File: src/rtl/pulse_train_gen_if.sv
// Control and status bundle for pulse_train_gen: trigger/config inputs and pulse outputs.
interface pulse_train_gen_if #(
  parameter int WIDTH = 25,
  parameter int NCH   = 4,
  parameter int CNT_W = 8
);
  logic                   enable;
  logic                   abort;
  logic                   tim;
  logic [1:0]             mode;
  logic [CNT_W-1:0]       burst_n;
  logic [WIDTH-1:0]       frame_in;
  logic [NCH*WIDTH-1:0]   delay_in;
  logic [NCH*WIDTH-1:0]   width_in;
  logic [NCH-1:0]         ch_en;
  logic [NCH-1:0]         out_pulse;
  logic                   frame_strobe;
  logic                   busy;
  logic                   done;

  modport master (
    output enable, abort, tim, mode, burst_n, frame_in, delay_in, width_in, ch_en,
    input  out_pulse, frame_strobe, busy, done
  );

  modport slave (
    input  enable, abort, tim, mode, burst_n, frame_in, delay_in, width_in, ch_en,
    output out_pulse, frame_strobe, busy, done
  );
endinterface

File: src/rtl/pulse_train_gen.sv
// Multi-channel, multi-frame pulse train generator. A start trigger launches
// single-shot, burst or continuous frames; each enabled channel emits one pulse
// per frame at its own delay/width. Time spent with tim high before the start
// shortens the first frame so the train ends aligned to the ADC strobe.
module pulse_train_gen #(
  parameter int WIDTH = 25,
  parameter int NCH   = 4,
  parameter int CNT_W = 8
) (
  input  logic              clk,
  input  logic              reset,
  pulse_train_gen_if.slave  bus
);

  typedef enum logic [1:0] {
    S_IDLE = 2'd0,
    S_RUN  = 2'd1,
    S_DONE = 2'd2
  } state_t;

  state_t                 r_state;
  state_t                 w_state_nxt;

  logic [WIDTH-1:0]       r_tim_cnt;
  logic [WIDTH-1:0]       r_cnt;
  logic [WIDTH-1:0]       r_frames;
  logic [WIDTH-1:0]       r_len_cur;
  logic [WIDTH-1:0]       r_frame_len;
  logic [1:0]             r_mode;
  logic [CNT_W-1:0]       r_burst_n;
  logic [NCH*WIDTH-1:0]   r_delay;
  logic [NCH*WIDTH-1:0]   r_width;
  logic [NCH-1:0]         r_ch_en;

  logic [NCH-1:0]         r_out_pulse;
  logic                   r_frame_strobe;
  logic                   r_busy;
  logic                   r_done;

  logic [WIDTH-1:0]       w_len0;
  logic [WIDTH-1:0]       w_burst_eff;
  logic                   w_frame_end;
  logic                   w_last_frame;
  logic [NCH-1:0]         w_hit;
  logic [NCH-1:0]         w_pulse_nxt;
  logic                   w_strobe_nxt;

  // A frame length of zero is meaningless; treat it as a one-cycle frame.
  function automatic logic [WIDTH-1:0] force_nonzero(input logic [WIDTH-1:0] len);
    logic [WIDTH-1:0] res;
    if (len == {WIDTH{1'b0}}) begin
      res = {{(WIDTH-1){1'b0}}, 1'b1};
    end else begin
      res = len;
    end
    return res;
  endfunction

  assign w_burst_eff = force_nonzero(WIDTH'(r_burst_n));
  assign w_frame_end = (r_cnt == (r_len_cur - WIDTH'(1)));

  // First frame length: shortened by the tim alignment count when it fits.
  always_comb begin
    w_len0 = bus.frame_in;
    if (r_tim_cnt < bus.frame_in) begin
      w_len0 = force_nonzero(bus.frame_in - r_tim_cnt);
    end else begin
      w_len0 = force_nonzero(bus.frame_in);
    end
  end

  // Decide whether the frame now ending is the last one of the train.
  always_comb begin
    w_last_frame = 1'b1;
    case (r_mode)
      2'd1:    w_last_frame = ((r_frames + WIDTH'(1)) == w_burst_eff);
      2'd2:    w_last_frame = 1'b0;
      default: w_last_frame = 1'b1;
    endcase
  end

  // Per-channel window test; end bound uses one extra bit so it never wraps.
  always_comb begin
    w_hit = {NCH{1'b0}};
    for (int i = 0; i < NCH; i++) begin
      w_hit[i] = r_ch_en[i]
              && (r_cnt >= r_delay[i*WIDTH +: WIDTH])
              && ({1'b0, r_cnt} < ({1'b0, r_delay[i*WIDTH +: WIDTH]} + {1'b0, r_width[i*WIDTH +: WIDTH]}))
              && (r_cnt < r_len_cur);
    end
  end

  // Next-state and next-output logic of the train sequencer.
  always_comb begin
    w_state_nxt  = r_state;
    w_pulse_nxt  = {NCH{1'b0}};
    w_strobe_nxt = 1'b0;
    case (r_state)
      S_IDLE: begin
        if (bus.tim) begin
          w_state_nxt = S_IDLE;
        end else if (bus.enable) begin
          w_state_nxt = S_RUN;
        end else begin
          w_state_nxt = S_IDLE;
        end
      end
      S_RUN: begin
        if (bus.abort) begin
          w_state_nxt = S_IDLE;
        end else begin
          w_strobe_nxt = w_frame_end;
          if (w_frame_end && w_last_frame) begin
            w_state_nxt = S_DONE;
            w_pulse_nxt = {NCH{1'b0}};
          end else begin
            w_state_nxt = S_RUN;
            w_pulse_nxt = w_hit;
          end
        end
      end
      S_DONE: begin
        w_state_nxt = S_IDLE;
      end
      default: begin
        w_state_nxt = S_IDLE;
      end
    endcase
  end

  // Sequencer state register.
  always_ff @(posedge clk) begin
    if (reset) begin
      r_state <= S_IDLE;
    end else begin
      r_state <= w_state_nxt;
    end
  end

  // Counters, latched configuration and registered outputs.
  always_ff @(posedge clk) begin
    if (reset) begin
      r_tim_cnt      <= {WIDTH{1'b0}};
      r_cnt          <= {WIDTH{1'b0}};
      r_frames       <= {WIDTH{1'b0}};
      r_len_cur      <= {{(WIDTH-1){1'b0}}, 1'b1};
      r_frame_len    <= {WIDTH{1'b0}};
      r_mode         <= 2'd0;
      r_burst_n      <= {CNT_W{1'b0}};
      r_delay        <= {(NCH*WIDTH){1'b0}};
      r_width        <= {(NCH*WIDTH){1'b0}};
      r_ch_en        <= {NCH{1'b0}};
      r_out_pulse    <= {NCH{1'b0}};
      r_frame_strobe <= 1'b0;
      r_busy         <= 1'b0;
      r_done         <= 1'b0;
    end else begin
      r_out_pulse    <= w_pulse_nxt;
      r_frame_strobe <= w_strobe_nxt;
      r_busy         <= (w_state_nxt == S_RUN);
      r_done         <= (w_state_nxt == S_DONE);
      case (r_state)
        S_IDLE: begin
          if (bus.tim) begin
            if (r_tim_cnt != {WIDTH{1'b1}}) begin
              r_tim_cnt <= r_tim_cnt + WIDTH'(1);
            end
          end else if (bus.enable) begin
            r_mode      <= bus.mode;
            r_burst_n   <= bus.burst_n;
            r_frame_len <= bus.frame_in;
            r_delay     <= bus.delay_in;
            r_width     <= bus.width_in;
            r_ch_en     <= bus.ch_en;
            r_len_cur   <= w_len0;
            r_cnt       <= {WIDTH{1'b0}};
            r_frames    <= {WIDTH{1'b0}};
          end
        end
        S_RUN: begin
          if (bus.abort) begin
            r_tim_cnt <= {WIDTH{1'b0}};
            r_cnt     <= {WIDTH{1'b0}};
          end else if (w_frame_end) begin
            r_cnt     <= {WIDTH{1'b0}};
            r_frames  <= r_frames + WIDTH'(1);
            r_len_cur <= force_nonzero(r_frame_len);
            if (w_last_frame) begin
              r_tim_cnt <= {WIDTH{1'b0}};
            end
          end else begin
            r_cnt <= r_cnt + WIDTH'(1);
          end
        end
        default: begin
          r_cnt <= r_cnt;
        end
      endcase
    end
  end

  assign bus.out_pulse    = r_out_pulse;
  assign bus.frame_strobe = r_frame_strobe;
  assign bus.busy         = r_busy;
  assign bus.done         = r_done;

endmodule

File: src/flat_wrapper.sv
// flat-port wrapper written by rule: the top's interface ports become plain ports
module pulse_train_gen_flat 
#(
  parameter int WIDTH = 25,
  parameter int NCH   = 4,
  parameter int CNT_W = 8
)
  (clk, reset, bus_enable, bus_abort, bus_tim, bus_mode, bus_burst_n, bus_frame_in, bus_delay_in, bus_width_in, bus_ch_en, bus_out_pulse, bus_frame_strobe, bus_busy, bus_done);
  pulse_train_gen_if #(.WIDTH(WIDTH), .NCH(NCH), .CNT_W(CNT_W)) bus_i ();
  input  logic clk;
  input  logic reset;
  input wire logic [$bits(bus_i.enable)-1:0] bus_enable;
  input wire logic [$bits(bus_i.abort)-1:0] bus_abort;
  input wire logic [$bits(bus_i.tim)-1:0] bus_tim;
  input wire logic [$bits(bus_i.mode)-1:0] bus_mode;
  input wire logic [$bits(bus_i.burst_n)-1:0] bus_burst_n;
  input wire logic [$bits(bus_i.frame_in)-1:0] bus_frame_in;
  input wire logic [$bits(bus_i.delay_in)-1:0] bus_delay_in;
  input wire logic [$bits(bus_i.width_in)-1:0] bus_width_in;
  input wire logic [$bits(bus_i.ch_en)-1:0] bus_ch_en;
  output wire logic [$bits(bus_i.out_pulse)-1:0] bus_out_pulse;
  output wire logic [$bits(bus_i.frame_strobe)-1:0] bus_frame_strobe;
  output wire logic [$bits(bus_i.busy)-1:0] bus_busy;
  output wire logic [$bits(bus_i.done)-1:0] bus_done;
  assign bus_i.enable = bus_enable;
  assign bus_i.abort = bus_abort;
  assign bus_i.tim = bus_tim;
  assign bus_i.mode = bus_mode;
  assign bus_i.burst_n = bus_burst_n;
  assign bus_i.frame_in = bus_frame_in;
  assign bus_i.delay_in = bus_delay_in;
  assign bus_i.width_in = bus_width_in;
  assign bus_i.ch_en = bus_ch_en;
  assign bus_out_pulse = bus_i.out_pulse;
  assign bus_frame_strobe = bus_i.frame_strobe;
  assign bus_busy = bus_i.busy;
  assign bus_done = bus_i.done;
  pulse_train_gen #(.WIDTH(WIDTH), .NCH(NCH), .CNT_W(CNT_W)) u_core (.clk(clk), .reset(reset), .bus(bus_i));
endmodule
File: config.mk
export PLATFORM = sky130hd
export DESIGN_NAME = pulse_train_gen_flat
export DESIGN_NICKNAME = d
export VERILOG_FILES = /design/src/rtl/pulse_train_gen_if.sv /design/src/rtl/pulse_train_gen.sv /design/src/flat_wrapper.sv
export SDC_FILE = /design/constraint.sdc
export NUM_CORES = 1
export LEC_CHECK = 0
export CORE_MARGIN = 5
export CORE_UTILIZATION = 59
export CTS_CLUSTER_SIZE = 20
export DETAILED_ROUTE_END_ITERATION = 16
export GPL_TIMING_DRIVEN = 1
export PLACE_DENSITY = 0.82
export SLEW_MARGIN = 25
export SYNTH_ARGS = -nofsm -noshare
export SYNTH_HDL_FRONTEND = slang
export SYNTH_SLANG_ARGS = --single-unit
File: constraint.sdc
create_clock -name clk -period 4.5 [get_ports clk]
set_clock_uncertainty 0.1 [all_clocks]
set_input_delay 0.9 -clock clk [delete_from_list [all_inputs] [get_ports clk]]
set_output_delay 0.9 -clock clk [all_outputs]
set_load 0.01 [all_outputs]
Word-level counts from Yosys, hierarchy flattened

Index checks and enable logic that the tools add are counted.

Bits in registers: 348
Output and inout bits: 7

$add $sub $neg: 9
$lt $le $gt $ge: 10
Eq/ne operators: 16
Muxes and demuxes: 30
Bitwise operators: 2
Reductions and logical operators: 25

Operators with widths:

| kind                                                   | number |
|---|---|
| 2-to-1 mux 25 bit                                      | 19 |
| case mux 25 bit (2 select lines)                       | 4 |
| adder 25 x 25 -> 26 bit                                | 4 |
| less-than comparator 25 x 26 -> 1 bit                  | 4 |
| >= comparator 25 bit                                   | 4 |
| adder 25 x 1 -> 25 bit (second input constant)         | 3 |
| zero test 25 bit                                       | 3 |
| less-than comparator 25 bit                            | 2 |
| equality test 25 bit                                   | 1 |
| equality test 25 x 8 -> 1 bit                          | 1 |
| inequality test 25 bit (second input constant)         | 1 |
| subtractor 25 x 1 -> 25 bit (second input constant)    | 1 |
| subtractor 25 bit                                      | 1 |
| logical AND 1 bit                                      | 13 |
| AND reduction 5 bit                                    | 2 |
| zero test 8 bit                                        | 1 |
| 2-to-1 mux 8 bit                                       | 1 |
| inequality test 2 bit (second input constant)          | 4 |
| equality test 2 x 1 -> 1 bit (second input constant)   | 3 |
| 2-to-1 mux 2 bit                                       | 3 |
| inequality test 3 x 2 -> 1 bit (second input constant) | 2 |
| AND reduction 3 bit                                    | 2 |
| equality test 2 bit (second input constant)            | 2 |
| inequality test 2 x 1 -> 1 bit (second input constant) | 2 |
| other kinds (8)                                        | 9 |

Longest topological paths before layout

Word-level depth: 9
Mapped depth: 22
Depth with buffers taken out: 22

Worst setup path after synthesis

No wires, ideal clock.

Path kind: reg2reg
Start point: register u_core.r_delay[50]
End point: register u_core.r_out_pulse[2], in the netlist u_core.bus.out_pulse[2]
Arrival: 4.018 ns
Required time: 4.339 ns
Setup slack: 0.321 ns
Cell stages (with the launch flop): 21
Cells stage by stage: dfxtp_1 > ha_1 > inv_1 > fa_1 > nor2b_1 > o21ai_0 > a2111oi_0 > o211ai_1 > a31oi_1 > inv_1 > o21ai_0 > a21oi_1 > xor2_1 > ha_1 > a21o_1 > a211oi_1 > nand2_1 > a2111oi_0 > o21ai_0 > o2111ai_1 > o2111a_1

Cells in the longest elaborated chain, start to end: 4
Elaborated cells between the ends (all ways): 6
Classes of those cells: add/sub (1); order compare (2); reduce/logical (3)

RTL lines:

| item                                                                       | RTL line                                     | source |
|---|---|---|
| from (decl)                                                                | pulse_train_gen.sv:31                        | `logic [NCH*WIDTH-1:0] r_delay;` |
| from (signal assigned)                                                     | pulse_train_gen.sv:150                       | `r_delay <= {(NCH*WIDTH){1'b0}};` |
| from (signal assigned)                                                     | pulse_train_gen.sv:172                       | `r_delay <= bus.delay_in;` |
| adder 25 x 25 -> 26 bit or >= comparator 25 bit (tied branches)            | pulse_train_gen.sv:88, pulse_train_gen.sv:87 |  |
| less-than comparator 25 x 26 -> 1 bit or logical AND 1 bit (tied branches) | pulse_train_gen.sv:88, pulse_train_gen.sv:87 |  |
| logical AND 1 bit *                                                        | pulse_train_gen.sv:88                        | `&& ({1'b0, r_cnt} < ({1'b0, r_delay[i*WIDTH +: WIDTH]} + {1'b0, r_width[i*WIDTH +: WIDTH]}))` |
| logical AND 1 bit *                                                        | pulse_train_gen.sv:89                        | `&& (r_cnt < r_len_cur);` |
| to (signal assigned)                                                       | pulse_train_gen.sv:153                       | `r_out_pulse <= {NCH{1'b0}};` |
| to (signal assigned)                                                       | pulse_train_gen.sv:158                       | `r_out_pulse <= w_pulse_nxt;` |
| to (decl)                                                                  | pulse_train_gen.sv:35                        | `logic [NCH-1:0] r_out_pulse;` |

Every way passes the cells marked *; elsewhere a longest branch is shown, timed or not.
A chain may end at the register's enable or synchronous reset.

Worst setup path after layout

Start point: register u_core.r_delay[25]
End point: register u_core.r_out_pulse[1], in the netlist u_core.bus.out_pulse[1]

Same word-level chain as after synthesis.

==> results.json <==
{
  "status": "completed",
  "synth_mux_area_share_pct": 0.988,
  "worst_ep_arrival_time_ps": 4690,
  "diodes": 0,
  "postSynthRegisterBits": 348,
  "clock-root-buffer": "clkbuf_16",
  "path_type_of_the_worst_min_delay_path": "flip-flop to flip-flop",
  "max_slew_headroom_pct": 29.4,
  "ir_drop_mv": 0.311,
  "syn_area_um2": 26500,
  "route.vias.total": 26600,
  "final_min_period_over_clock_period_pct": 95.2,
  "yosysMostFrequentCell": "nand2_1",
  "timing.max_cap.violations": 0,
  "synth_flop_cell": "dfxtp_1",
  "grt_max_degree": 200,
  "buffers_and_inverters_on_the_worst_path": 1,
  "total_leakage_power_uw": 0.0134,
  "achievable-frequency_mhz": 233,
  "synth_top_cells_by_count": "nand2_1 (605), a21oi_1 (434), ha_1 (350)",
  "sequential_cell_area_fraction_in_the_yosys_report_pct": 26.3,
  "die_area_um2": 49200,
  "final_critical_path_setup_slack_ps": 217,
  "place_hpwl_um": 62000,
  "yosys-top-cells-area": "dfxtp_1 (26%), ha_1 (17%), nand2_1 (8.6%)",
  "die_width_um": 222,
  "required_ps": 4900,
  "count_of_buffers_inserted_at_the_top_level_ports": 250,
  "grt_pass1_vias": 25700,
  "synth.net_count": 4053,
  "synthXorXnorAreaFrac_pct": 5.92,
  "antenna_violating_nets_post_route": 0,
  "synthesized_instance_count": 3454,
  "sequential_cell_area_um2": 6970,
  "critPathTopFamily": "compound AO/OA/AOI/OAI gates",
  "initial_cell_density_of_the_core_pct": 59.7,
  "rows": 77,
  "timing_max_transition_violations_final": 0,
  "critical-path-max-stage-delay_ps": 390,
  "synth_top_family_by_area": "compound AO/OA/AOI/OAI gates",
  "syn_avg_cell_area_um2": 7.66,
  "final-hold-violation-count": 0,
  "worstSetupStartpointType": "flip-flop",
  "synth_top_area_cell": "dfxtp_1",
  "critPathCaptureType": "flip-flop",
  "syn_to_final_growth_pct": 19.5,
  "critical_path.slowest_cell": "fa_1",
  "final.hold.worst_slack_ps": 362,
  "worstSetupPathType": "flip-flop to flip-flop",
  "worstMarginPinSlew_ps": 1060,
  "io_pins": 251,
  "filler_cell_count": 3562,
  "post-route-min-period_ps": 4280,
  "globalRouteOverflowTotal": 0,
  "simple_gate_area_share_of_the_yosys_netlist_pct": 22.2,
  "share_of_post_route_cells_with_drive_strength_above_1_pct": 7.01,
  "synth_compound_area_share_pct": 22.6,
  "clk_latency_ps": 560,
  "synth_edf_count": 0,
  "route.detailed.wl_per_inst_um": 19.2,
  "max-clock-path-buffers": 3,
  "floorplan.core_area_um2": 44300,
  "synth.top_cell.area_share_pct": 26.3,
  "track_usage_pct": 31.8,
  "wire_length_of_the_first_global_routing_pass_um": 132000,
  "pwr_density_cell_nw_per_um2": 273,
  "crit_fanout": 3,
  "synth_adder_area_share_pct": 16.9,
  "design_power_total_uw": 8630,
  "setup_viol": 0,
  "grt_antenna_before_repair": 2,
  "clock_sinks": 348,
  "ctsHtreeMaxLevel": 2,
  "remaining_drc_errors": 0,
  "vias_per_cell": 6.15,
  "async_reset_ff_share_pct": 0,
  "netlist-cell-type-count": 88,
  "design.final.nets": 4306,
  "drt_first_pass_iters": 6,
  "cts-buffers-inserted": 40,
  "drt_wl_total_um": 83100,
  "critical_path.cell_chain": "ha_1 > inv_1 > fa_1 > nor2b_1 > o21ai_0 > a21boi_0 > o21ai_2 > a211oi_4 > o31ai_2 > a21oi_2 > xnor2_1 > ha_1 > nor2b_1 > o21ai_0 > a21boi_0 > o21a_1 > a2111oi_1 > o21ai_1 > o211ai_1 > o2111a_1",
  "yosys_warnings": 0,
  "tritoncts": "built",
  "clk_pin_slew_worst_paths_ps": 60,
  "initialDrtViolationCount": 2163,
  "gpl.final_weighted_congestion": 0.975,
  "multi_input_area_um2": 18300,
  "detailedPlace.worstSlack_ps": -225,
  "chip_height_um": 222
}
==> metrics by stage <==
step / area, um2 / util [%] / TNS [ps] / std cells
floorplan: 26500 / - / 0 / 3454
global placement: 30000 / 67.7 / -270 / 4251
detailed placement: 30000 / 67.7 / -428 / 4252
CTS: 31500 / 71.0 / 0 / 4323
global route: 31600 / 71.4 / -59.0 / 4328
finish: 31600 / 71.4 / 0 / 4328
==> logic make-up (layout without fill, tap and decap cells) <==
| group | Yosys count | after routing |
|---|---|---|
| multiplexers | 26 | 26 |
| buffers and inverters | 352 | 634 |
| flip-flops | 348 | 348 |
| AND/OR/NAND/NOR | 1230 | 1230 |
| AO/OA/AOI/OAI | 964 | 964 |
| XOR/XNOR | 179 | 179 |
| adder cells (fa/ha/maj) | 355 | 355 |
==> power breakdown <==
| part | switching, uW | total, uW | internal [uW] |
|---|---|---|---|
| sequential | 126 | 3330 | 3210 |
| combinational | 948 | 1750 | 798 |
| clock | 1370 | 3560 | 2180 |
==> metal layers <==
| layer | share of wire, % | up-vias | wire length (um) | GRT usage [%] |
|---|---|---|---|---|
| li1 | - | 12800 | - | - |
| met1 | 44 | 12500 | 36300 | 43.2 |
| met2 | 45 | 1014 | 37800 | 51.7 |
| met3 | 7.0 | 227 | 5780 | 4.70 |
| met4 | 3.8 | 2 | 3190 | 11.5 |
| met5 | 0.0096 | - | 8 | 0 |
==> final cells by class <==
type	instances	area share, %
Clock buffer	53	3.61
Clock inverter	18	0.870
Inverter	202	2.40
Multi-Input combinational cell	2754	58.0
Sequential cell	348	22.0
Tap cell	592	2.34
Timing Repair Buffer	361	10.8
==> sequential cells by signal, summed over array words and instances (netlist names), 4 cells and up <==
signal and flops:
u_core.bus.out_pulse 4, u_core.r_burst_n 8, u_core.r_ch_en 4, u_core.r_cnt 25, u_core.r_delay 100, u_core.r_frame_len 25, u_core.r_frames 25, u_core.r_len_cur 25
u_core.r_tim_cnt 25, u_core.r_width 100
==> layout by cell type (no fill, tap or decap), types with 41 or more instances in the layout <==
master,count
a21o_1,114
a21oi_1,429
buf_4,105
clkbuf_16,41
clkdlybuf4s50_1,249
dfxtp_1,345
ha_1,348
inv_1,201
nand2_1,605
nand3_1,58
nand4_1,59
nor2_1,168
nor3_1,59
o21ai_0,129
xnor2_1,93
xor2_1,86
==> worst reg2reg max path: cells and delay by family (launching register included) <==
family / cells / cell delay, ps
AO/OA/AOI/OAI: 13 / 2400
XOR/XNOR: 1 / 160
adder cells (fa/ha/maj): 3 / 870
buffers and inverters: 1 / 60
flip-flops: 1 / 380
AND/OR/NAND/NOR: 2 / 240
==> repair_timing <==
| item | 4_1_cts | 5_1_grt |
|---|---|---|
| hold buffers | 0 | 0 |
| resized for setup | 9 | 34 |
| hold endpoints to repair | 0 | 0 |
| pin swaps | 2 | 14 |
| buffers inserted | 0 | 5 |
| setup endpoints to repair | 3 | 4 |
==> worst paths after layout <==
path | slack (ps) | depth (start not counted) | end | from
worst max register to register | 220 | 20 | u_core.bus.out_pulse[1] | u_core.r_delay[25]
worst min register to register | 360 | 2 | u_core.r_width[54] | u_core.r_width[54]
worst min-delay path | 360 | 2 | u_core.r_width[54] | u_core.r_width[54]
worst max-delay path | 220 | 20 | u_core.bus.out_pulse[1] | u_core.r_delay[25]
Power figures use the tool's default switching activity.
